## config.mk

```make
export PLATFORM = sky130hd
export DESIGN_NAME = in_channel_bank
export DESIGN_NICKNAME = d
export VERILOG_FILES = /design/src/rtl/in_channel_pkg.sv /design/src/rtl/in_channel_fifo.sv /design/src/rtl/in_channel_bank.sv
export SDC_FILE = /design/constraint.sdc
export NUM_CORES = 1
export LEC_CHECK = 0
export BUFFER_PORTS_ARGS = -buffer_cell sky130_fd_sc_hd__buf_2
export CAP_MARGIN = 40
export CORE_ASPECT_RATIO = 0.8
export CORE_MARGIN = 2
export CORE_UTILIZATION = 40
export CTS_CLUSTER_DIAMETER = 200
export DETAILED_ROUTE_END_ITERATION = 7
export PLACE_DENSITY_LB_ADDON = 0.05
export REMOVE_ABC_BUFFERS = 1
export SYNTH_ARGS = -nofsm -noshare
export SYNTH_HDL_FRONTEND = slang
export SYNTH_SLANG_ARGS = --single-unit
```

## constraint.sdc

```tcl
create_clock -name clock -period 8 [get_ports clock]
set_clock_uncertainty 0.2 [all_clocks]
set_input_delay 0.4 -clock clock [delete_from_list [all_inputs] [get_ports clock]]
set_output_delay 0.4 -clock clock [all_outputs]
set_load 0.005 [all_outputs]
```

## src/rtl/in_channel_pkg.sv

```systemverilog
// -----------------------------------------------------------------------------
// in_channel_pkg
// Shared constants and helpers for the multi-channel input store.
//   DefMemoryElementWidth / DefNIn / DefNChannels : default build geometry
//   StatsWidth : width of the optional underflow statistics counter
//   idxNext()  : ring-index advance that wraps by compare-and-clear, so the
//                depth does not have to be a power of two
// -----------------------------------------------------------------------------
package in_channel_pkg;

    localparam int DefMemoryElementWidth = 12;
    localparam int DefNIn                = 8;
    localparam int DefNChannels          = 2;
    localparam int StatsWidth            = 8;

    function automatic int unsigned idxNext(input int unsigned idx,
                                            input int unsigned depth);
        return (idx == depth - 1) ? 0 : idx + 1;
    endfunction

endpackage

```

## src/rtl/in_channel_fifo.sv

```systemverilog
// -----------------------------------------------------------------------------
// in_channel_fifo
// One channel of the input store: a ring buffer with head, tail and count.
// Ports:
//   clock, resetN      : clock, asynchronous active-low reset
//   push, push_data    : append push_data at the tail (ignored when full)
//   pop                : drop the head element (ignored when empty)
//   flush              : clear head, tail and count; wins over push and pop
//   count              : elements currently held (0..Depth)
//   empty, full        : count == 0 / count == Depth
//   head_data          : element at the head (valid when not empty)
// -----------------------------------------------------------------------------
module in_channel_fifo
    import in_channel_pkg::*;
#(
    parameter int Width      = DefMemoryElementWidth,
    parameter int Depth      = DefNIn,
    parameter int CountWidth = $clog2(Depth + 1)
) (
    input  logic                  clock,
    input  logic                  resetN,
    input  logic                  push,
    input  logic [Width-1:0]      push_data,
    input  logic                  pop,
    input  logic                  flush,
    output logic [CountWidth-1:0] count,
    output logic                  empty,
    output logic                  full,
    output logic [Width-1:0]      head_data
);

    localparam int IdxWidth = $clog2(Depth);

    logic [Width-1:0]      mem [Depth];
    logic [IdxWidth-1:0]   head;
    logic [IdxWidth-1:0]   tail;
    logic [CountWidth-1:0] count_q;
    logic                  do_push;
    logic                  do_pop;

    assign empty     = (count_q == '0);
    assign full      = (count_q == CountWidth'(Depth));
    assign count     = count_q;
    assign head_data = mem[head];

    assign do_push = push && !full  && !flush;
    assign do_pop  = pop  && !empty && !flush;

    always_ff @(posedge clock or negedge resetN) begin
        if (!resetN) begin
            head    <= '0;
            tail    <= '0;
            count_q <= '0;
        end else if (flush) begin
            head    <= '0;
            tail    <= '0;
            count_q <= '0;
        end else begin
            if (do_push) begin
                tail <= IdxWidth'(idxNext(32'(tail), Depth));
            end
            if (do_pop) begin
                head <= IdxWidth'(idxNext(32'(head), Depth));
            end
            case ({do_push, do_pop})
                2'b10:   count_q <= count_q + CountWidth'(1);
                2'b01:   count_q <= count_q - CountWidth'(1);
                default: count_q <= count_q;
            endcase
        end
    end

    // Storage is not reset: head/tail/count define which entries are live.
    always_ff @(posedge clock) begin
        if (do_push) begin
            mem[tail] <= push_data;
        end
    end

endmodule

```

## src/rtl/in_channel_bank.sv

```systemverilog
// -----------------------------------------------------------------------------
// in_channel_bank
// NChannels independent input FIFOs of NIn elements each. The host streams
// values in over a valid/ready port; the VM pops a channel with readReq and
// queries a channel's remaining count through sizeChannel/sizeCount.
// Optional feature macro: IN_CHANNEL_STATS_EN adds underflowCount, a
// saturating count of reads that hit an empty (or invalid/flushed) channel.
// Ports:
//   clock, resetN                      : clock, async active-low reset
//   loadValid, loadChannel, loadData   : host load offer
//   loadReady                          : comb; target in range, not full,
//                                        not being flushed
//   readReq, readChannel               : VM pop request
//   readData, readValid, readEmpty     : registered pop response
//   sizeChannel, sizeCount             : comb count of a channel
//   flush, flushChannel                : clear a channel
//   underflowCount (macro only)        : saturating empty-read counter
// -----------------------------------------------------------------------------
module in_channel_bank
    import in_channel_pkg::*;
#(
    parameter int MemoryElementWidth = DefMemoryElementWidth,
    parameter int NIn                = DefNIn,
    parameter int NChannels          = DefNChannels,
    parameter int ChanWidth          = (NChannels > 1) ? $clog2(NChannels) : 1,
    parameter int CountWidth         = $clog2(NIn + 1)
) (
    input  logic                          clock,
    input  logic                          resetN,
    input  logic                          loadValid,
    input  logic [ChanWidth-1:0]          loadChannel,
    input  logic [MemoryElementWidth-1:0] loadData,
    output logic                          loadReady,
    input  logic                          readReq,
    input  logic [ChanWidth-1:0]          readChannel,
    output logic [MemoryElementWidth-1:0] readData,
    output logic                          readValid,
    output logic                          readEmpty,
    input  logic [ChanWidth-1:0]          sizeChannel,
    output logic [CountWidth-1:0]         sizeCount,
    input  logic                          flush,
    input  logic [ChanWidth-1:0]          flushChannel
`ifdef IN_CHANNEL_STATS_EN
    ,
    output logic [StatsWidth-1:0]         underflowCount
`endif
);

    logic [NChannels-1:0]          push_v;
    logic [NChannels-1:0]          pop_v;
    logic [NChannels-1:0]          flush_v;
    logic [NChannels-1:0]          empty_v;
    logic [NChannels-1:0]          full_v;
    logic [CountWidth-1:0]         count_a [NChannels];
    logic [MemoryElementWidth-1:0] head_a  [NChannels];

    logic                          load_full;
    logic                          read_empty;
    logic [MemoryElementWidth-1:0] read_head;
    logic [CountWidth-1:0]         size_sel;
    logic                          load_flushed;
    logic                          read_flushed;
    logic                          load_fire;
    logic                          read_hit;

    // Channel selects. An index with no matching channel keeps the defaults,
    // which make it look full to loads, empty to reads and zero-sized.
    always_comb begin
        load_full  = 1'b1;
        read_empty = 1'b1;
        read_head  = '0;
        size_sel   = '0;
        for (int i = 0; i < NChannels; i++) begin
            if (loadChannel == ChanWidth'(i)) begin
                load_full = full_v[i];
            end
            if (readChannel == ChanWidth'(i)) begin
                read_empty = empty_v[i];
                read_head  = head_a[i];
            end
            if (sizeChannel == ChanWidth'(i)) begin
                size_sel = count_a[i];
            end
        end
    end

    assign load_flushed = flush && (flushChannel == loadChannel);
    assign read_flushed = flush && (flushChannel == readChannel);

    assign loadReady = resetN && !load_full && !load_flushed;
    assign load_fire = loadValid && loadReady;
    assign read_hit  = readReq && !read_empty && !read_flushed;
    assign sizeCount = size_sel;

    for (genvar g = 0; g < NChannels; g++) begin : g_chan
        assign push_v[g]  = load_fire && (loadChannel  == ChanWidth'(g));
        assign pop_v[g]   = read_hit  && (readChannel  == ChanWidth'(g));
        assign flush_v[g] = flush     && (flushChannel == ChanWidth'(g));

        in_channel_fifo #(
            .Width      (MemoryElementWidth),
            .Depth      (NIn),
            .CountWidth (CountWidth)
        ) u_fifo (
            .clock     (clock),
            .resetN    (resetN),
            .push      (push_v[g]),
            .push_data (loadData),
            .pop       (pop_v[g]),
            .flush     (flush_v[g]),
            .count     (count_a[g]),
            .empty     (empty_v[g]),
            .full      (full_v[g]),
            .head_data (head_a[g])
        );
    end

    // readData only moves on a successful pop, so an empty read leaves the
    // VM's target register unchanged.
    always_ff @(posedge clock or negedge resetN) begin
        if (!resetN) begin
            readData  <= '0;
            readValid <= 1'b0;
            readEmpty <= 1'b0;
        end else begin
            readValid <= read_hit;
            readEmpty <= readReq && !read_hit;
            if (read_hit) begin
                readData <= read_head;
            end
        end
    end

`ifdef IN_CHANNEL_STATS_EN
    always_ff @(posedge clock or negedge resetN) begin
        if (!resetN) begin
            underflowCount <= '0;
        end else if (readReq && !read_hit && (underflowCount != '1)) begin
            underflowCount <= underflowCount + StatsWidth'(1);
        end
    end
`endif

endmodule

```

==> impl_metrics.env <==
export IMPL_run_status="finished, final reports clean"
export IMPL_die_y_um=141
export IMPL_finalSetupTns_ns=0
export IMPL_number_of_nets_in_the_layout=580
export IMPL_ys_types=46
export IMPL_setup_worst_path_end_class="flip-flop"
export IMPL_synthArstFlopShare_pct=15.0
export IMPL_gpl_final_weighted_congestion=0.785
export IMPL_hold_buffers=5
export IMPL_drtAntennaViolNets=0
export IMPL_critPathArrivalTime_ns=3.76
export IMPL_maxCapViolations=0
export IMPL_max_transition_margin_pct=50.1
export IMPL_routed_via_density=5.20
export IMPL_multi_input_comb_area_mm2=0.00253
export IMPL_synth_seq_area_share_pct=70.8
export IMPL_remaining_drc_errors=0
export IMPL_clock_path_buffers=3
export IMPL_vias_in_the_first_global_route=4837
export IMPL_cts_buffers_inserted=24
export IMPL_clock_tree_from_tritoncts="yes"
export IMPL_grt_max_degree=34
export IMPL_ctsHtreeMaxLevel=1
export IMPL_hold_class="in -> async"
export IMPL_min_period_ns=3.58
export IMPL_synth_edf_count=192
export IMPL_cts_sink_count=226
export IMPL_diodes=0
export IMPL_clock_insertion_delay_worst_skew_ns=0.51
export IMPL_type_of_the_setup_path_with_the_least_slack="in -> reg"
export IMPL_layout_drive_gt1_share_pct=30.1
export IMPL_start_kind="input pin"
export IMPL_synthesis_yosys_warnings=0
export IMPL_hold_violations=0
export IMPL_static_leak_nw=3.75
export IMPL_numPortBuffers=39
export IMPL_power_switching_fraction_pct=26.6
export IMPL_rsz_0062_raised_after_global_routing="false"
export IMPL_pwr_share_seq_pct=47.6
export IMPL_ctsResizeCount=0
export IMPL_floorplan_io_pins=40
export IMPL_gr_usage_all_layers_pct=16.2
export IMPL_comb_power_share_pct=19.4
export IMPL_antenna_violations_before_repair=0
export IMPL_die_area_mm2=0.0246
export IMPL_cp_cell_sequence="dlygate4sd3_1 -> buf_2 -> buf_12 -> a21boi_4 -> nand3_2 -> ha_1 -> fa_1 -> xnor2_1 -> nor2_1 -> a21oi_1 -> a21oi_1 -> dlygate4sd3_1"
export IMPL_cts_root_buffer="sky130_fd_sc_hd__clkbuf_16"
export IMPL_floorplan_core_area_mm2=0.0231
export IMPL_power_clock_fraction_pct=33.1
export IMPL_synth_seq_cells=226
export IMPL_syn2layout_area_growth_pct=14.9
export IMPL_drt_first_pass_iters=5
export IMPL_internal_power_mw=2.21
export IMPL_power_density_mw_per_mm2=281
export IMPL_min_period_over_period_pct=44.7
export IMPL_synthDominantAreaCellType="sky130_fd_sc_hd__edfxtp_1"
export IMPL_ir_drop_mv=0.161
export IMPL_utilization_pct=46.4
export IMPL_synth_area_per_cell_um2=19.7
export IMPL_regArea_mm2=0.00662
export IMPL_timing_max_transition_violations_final=0
export IMPL_setup_viol=0
export IMPL_post_synth_inst_count=474
export IMPL_grt_remaining_overflow=0
export IMPL_cts_clk_slew_worst_paths_ns=0.06
export IMPL_worst_slew_pin_slew_ns=0.748
export IMPL_maxClockFrequency_mhz=279
export IMPL_crit_fanout=33
export IMPL_worstPathRequired_ns=8.18
export IMPL_critical_path_max_stage_delay_ns=0.56
export IMPL_total_switching_power_uw=803
export IMPL_post_synth_top_area_share_pct=61.7
export IMPL_number_of_post_cts_setup_repair_buffers=0
export IMPL_cpMaxStageDelayCell="sky130_fd_sc_hd__dlygate4sd3_1"
export IMPL_synth_top_cells_by_area="sky130_fd_sc_hd__edfxtp_1, sky130_fd_sc_hd__mux4_2, sky130_fd_sc_hd__dfrtp_1"
export IMPL_dr_first_iter_drc_count=282
export IMPL_drt_wl_total_um=19100
export IMPL_initial_core_util_pct=40.4
export IMPL_vias_after_detailed_routing=4539
export IMPL_fillerInstances=1982
export IMPL_die_w_um=175
export IMPL_placement_rows=50
export IMPL_dp_hpwl_um=11600
export IMPL_netlist_area_mm2=0.00935
export IMPL_first_pass_grt_wire_length_um=29700
export IMPL_post_drt_wl_per_cell_um=21.9
export IMPL_synth_top_flop_cell="sky130_fd_sc_hd__edfxtp_1"
## worst max-delay path, delay by kind of cell
kind,cells,cell delay (ns)
AOI/OAI and AO/OA,3,0.44
buffers and inverters,4,1.46
xor gates and xnor gates,1,0.20
adders and majority gates,2,0.80
and+or+nand+nor,2,0.42
## flip-flops by register name, indices dropped and copies added (netlist names)
signal,cells
g_chan.u_fifo.head,6
g_chan.u_fifo.tail,6
g_chan.u_fifo.mem,192
readData,12
g_chan.u_fifo.count,8
readValid,1
readEmpty,1
## path summary, 6_finish.rpt
path | start | end | slack, ns | cells past startpoint
max | resetN | g_chan[1].u_fifo.count[2]$_DFFE_PN0P_ | 4.42 | 12
min | resetN | g_chan[0].u_fifo.tail[2]$_DFFE_PN0P_ | 0.04 | 2
max reg2reg | g_chan[1].u_fifo.count[2]$_DFFE_PN0P_ | g_chan[1].u_fifo.count[2]$_DFFE_PN0P_ | 4.54 | 10
min reg2reg | g_chan[0].u_fifo.head[1]$_DFFE_PN0P_ | g_chan[0].u_fifo.head[1]$_DFFE_PN0P_ | 0.31 | 2
max in group asynchronous | resetN | g_chan[0].u_fifo.head[1]$_DFFE_PN0P_ | 7.14 | 3
min in group clock | readChannel | readEmpty$_DFF_PN0_ | 0.04 | 2
## logic make-up (layout without fill, tap and decap cells)
kind of cell | Yosys count | in the layout | share of synthesized area (%)
AO/OA/AOI/OAI | 32 | 32 | 2.60
flip-flops | 226 | 226 | 70.8
buffers and inverters | 34 | 121 | 2.76
adder cells (fa/ha/maj) | 16 | 16 | 2.30
multiplexers | 88 | 88 | 16.0
XOR/XNOR | 5 | 5 | 0.549
AND/OR/NAND/NOR | 73 | 73 | 5.02
## cell usage in the layout, fill, tap and decap left out, types with 5 or more instances in the layout
cell                              n
sky130_fd_sc_hd__ha_1            14
sky130_fd_sc_hd__nor2_1           8
sky130_fd_sc_hd__nor4b_2          6
sky130_fd_sc_hd__nand2_1         12
sky130_fd_sc_hd__clkbuf_16       24
sky130_fd_sc_hd__dlygate4sd3_1    5
sky130_fd_sc_hd__mux2i_1         36
sky130_fd_sc_hd__buf_4           21
sky130_fd_sc_hd__o221ai_1        12
sky130_fd_sc_hd__clkbuf_1        10
sky130_fd_sc_hd__buf_2           39
sky130_fd_sc_hd__dfrtp_1         34
sky130_fd_sc_hd__mux4_2          46
sky130_fd_sc_hd__edfxtp_1       192
sky130_fd_sc_hd__nand3_1         19
sky130_fd_sc_hd__inv_1           10
sky130_fd_sc_hd__a21oi_1          8
## per-layer routing
layer,vias to the layer above,GRT usage (%),wire (um)
li1,2066,-,-
met1,2350,23.2,8940
met2,97,26.1,9040
met3,26,2.83,826
met4,0,3.42,322
met5,-,0,0
## layout make-up
type | instances | area share (%)
multi-input cells | 214 | 23.6
well taps | 312 | 3.64
flip-flops and latches | 226 | 61.6
clock buffers | 35 | 6.07
clock inverters | 9 | 0.536
repair buffers | 67 | 4.19
inverters | 10 | 0.350
## power groups by stage
stage | sequential (mW) | clock, mW | combinational (mW)
final | 1.43 | 0.998 | 0.584
after global placement | 1.46 | 0 | 0.587
after CTS | 1.44 | 1.03 | 0.601
after global routing | 1.45 | 1.08 | 0.653
after floorplan | 1.48 | 0 | 0.356
after detailed placement | 1.46 | 0 | 0.596
## per-stage QoR
stage          cell area, um2  std cells  hold slack [ns]  setup slack (ns)  power, mW
6_report                10700        873           0.0400              4.42       3.02
3_3_place_gp             9920        821            0.290              4.43       2.04
4_1_cts                 10700        873           0.0235              4.49       3.07
3_5_place_dp             9980        824           0.0254              4.72       2.05
2_1_floorplan            9130        450          -0.0956              4.92       1.84
5_1_grt                 10700        873           0.0327              4.26       3.18
## cells in the mapped netlist, types with 6 or more instances
cell / n
sky130_fd_sc_hd__mux4_2: 46
sky130_fd_sc_hd__inv_1: 10
sky130_fd_sc_hd__a21oi_1: 8
sky130_fd_sc_hd__buf_6: 11
sky130_fd_sc_hd__o221ai_1: 12
sky130_fd_sc_hd__dfrtp_1: 34
sky130_fd_sc_hd__mux2i_1: 36
sky130_fd_sc_hd__nor2_1: 8
sky130_fd_sc_hd__nand3_1: 19
sky130_fd_sc_hd__nand2_1: 12
sky130_fd_sc_hd__ha_1: 14
sky130_fd_sc_hd__buf_2: 9
sky130_fd_sc_hd__edfxtp_1: 192
sky130_fd_sc_hd__nor3_1: 6
(Power assumes the default switching activity.)
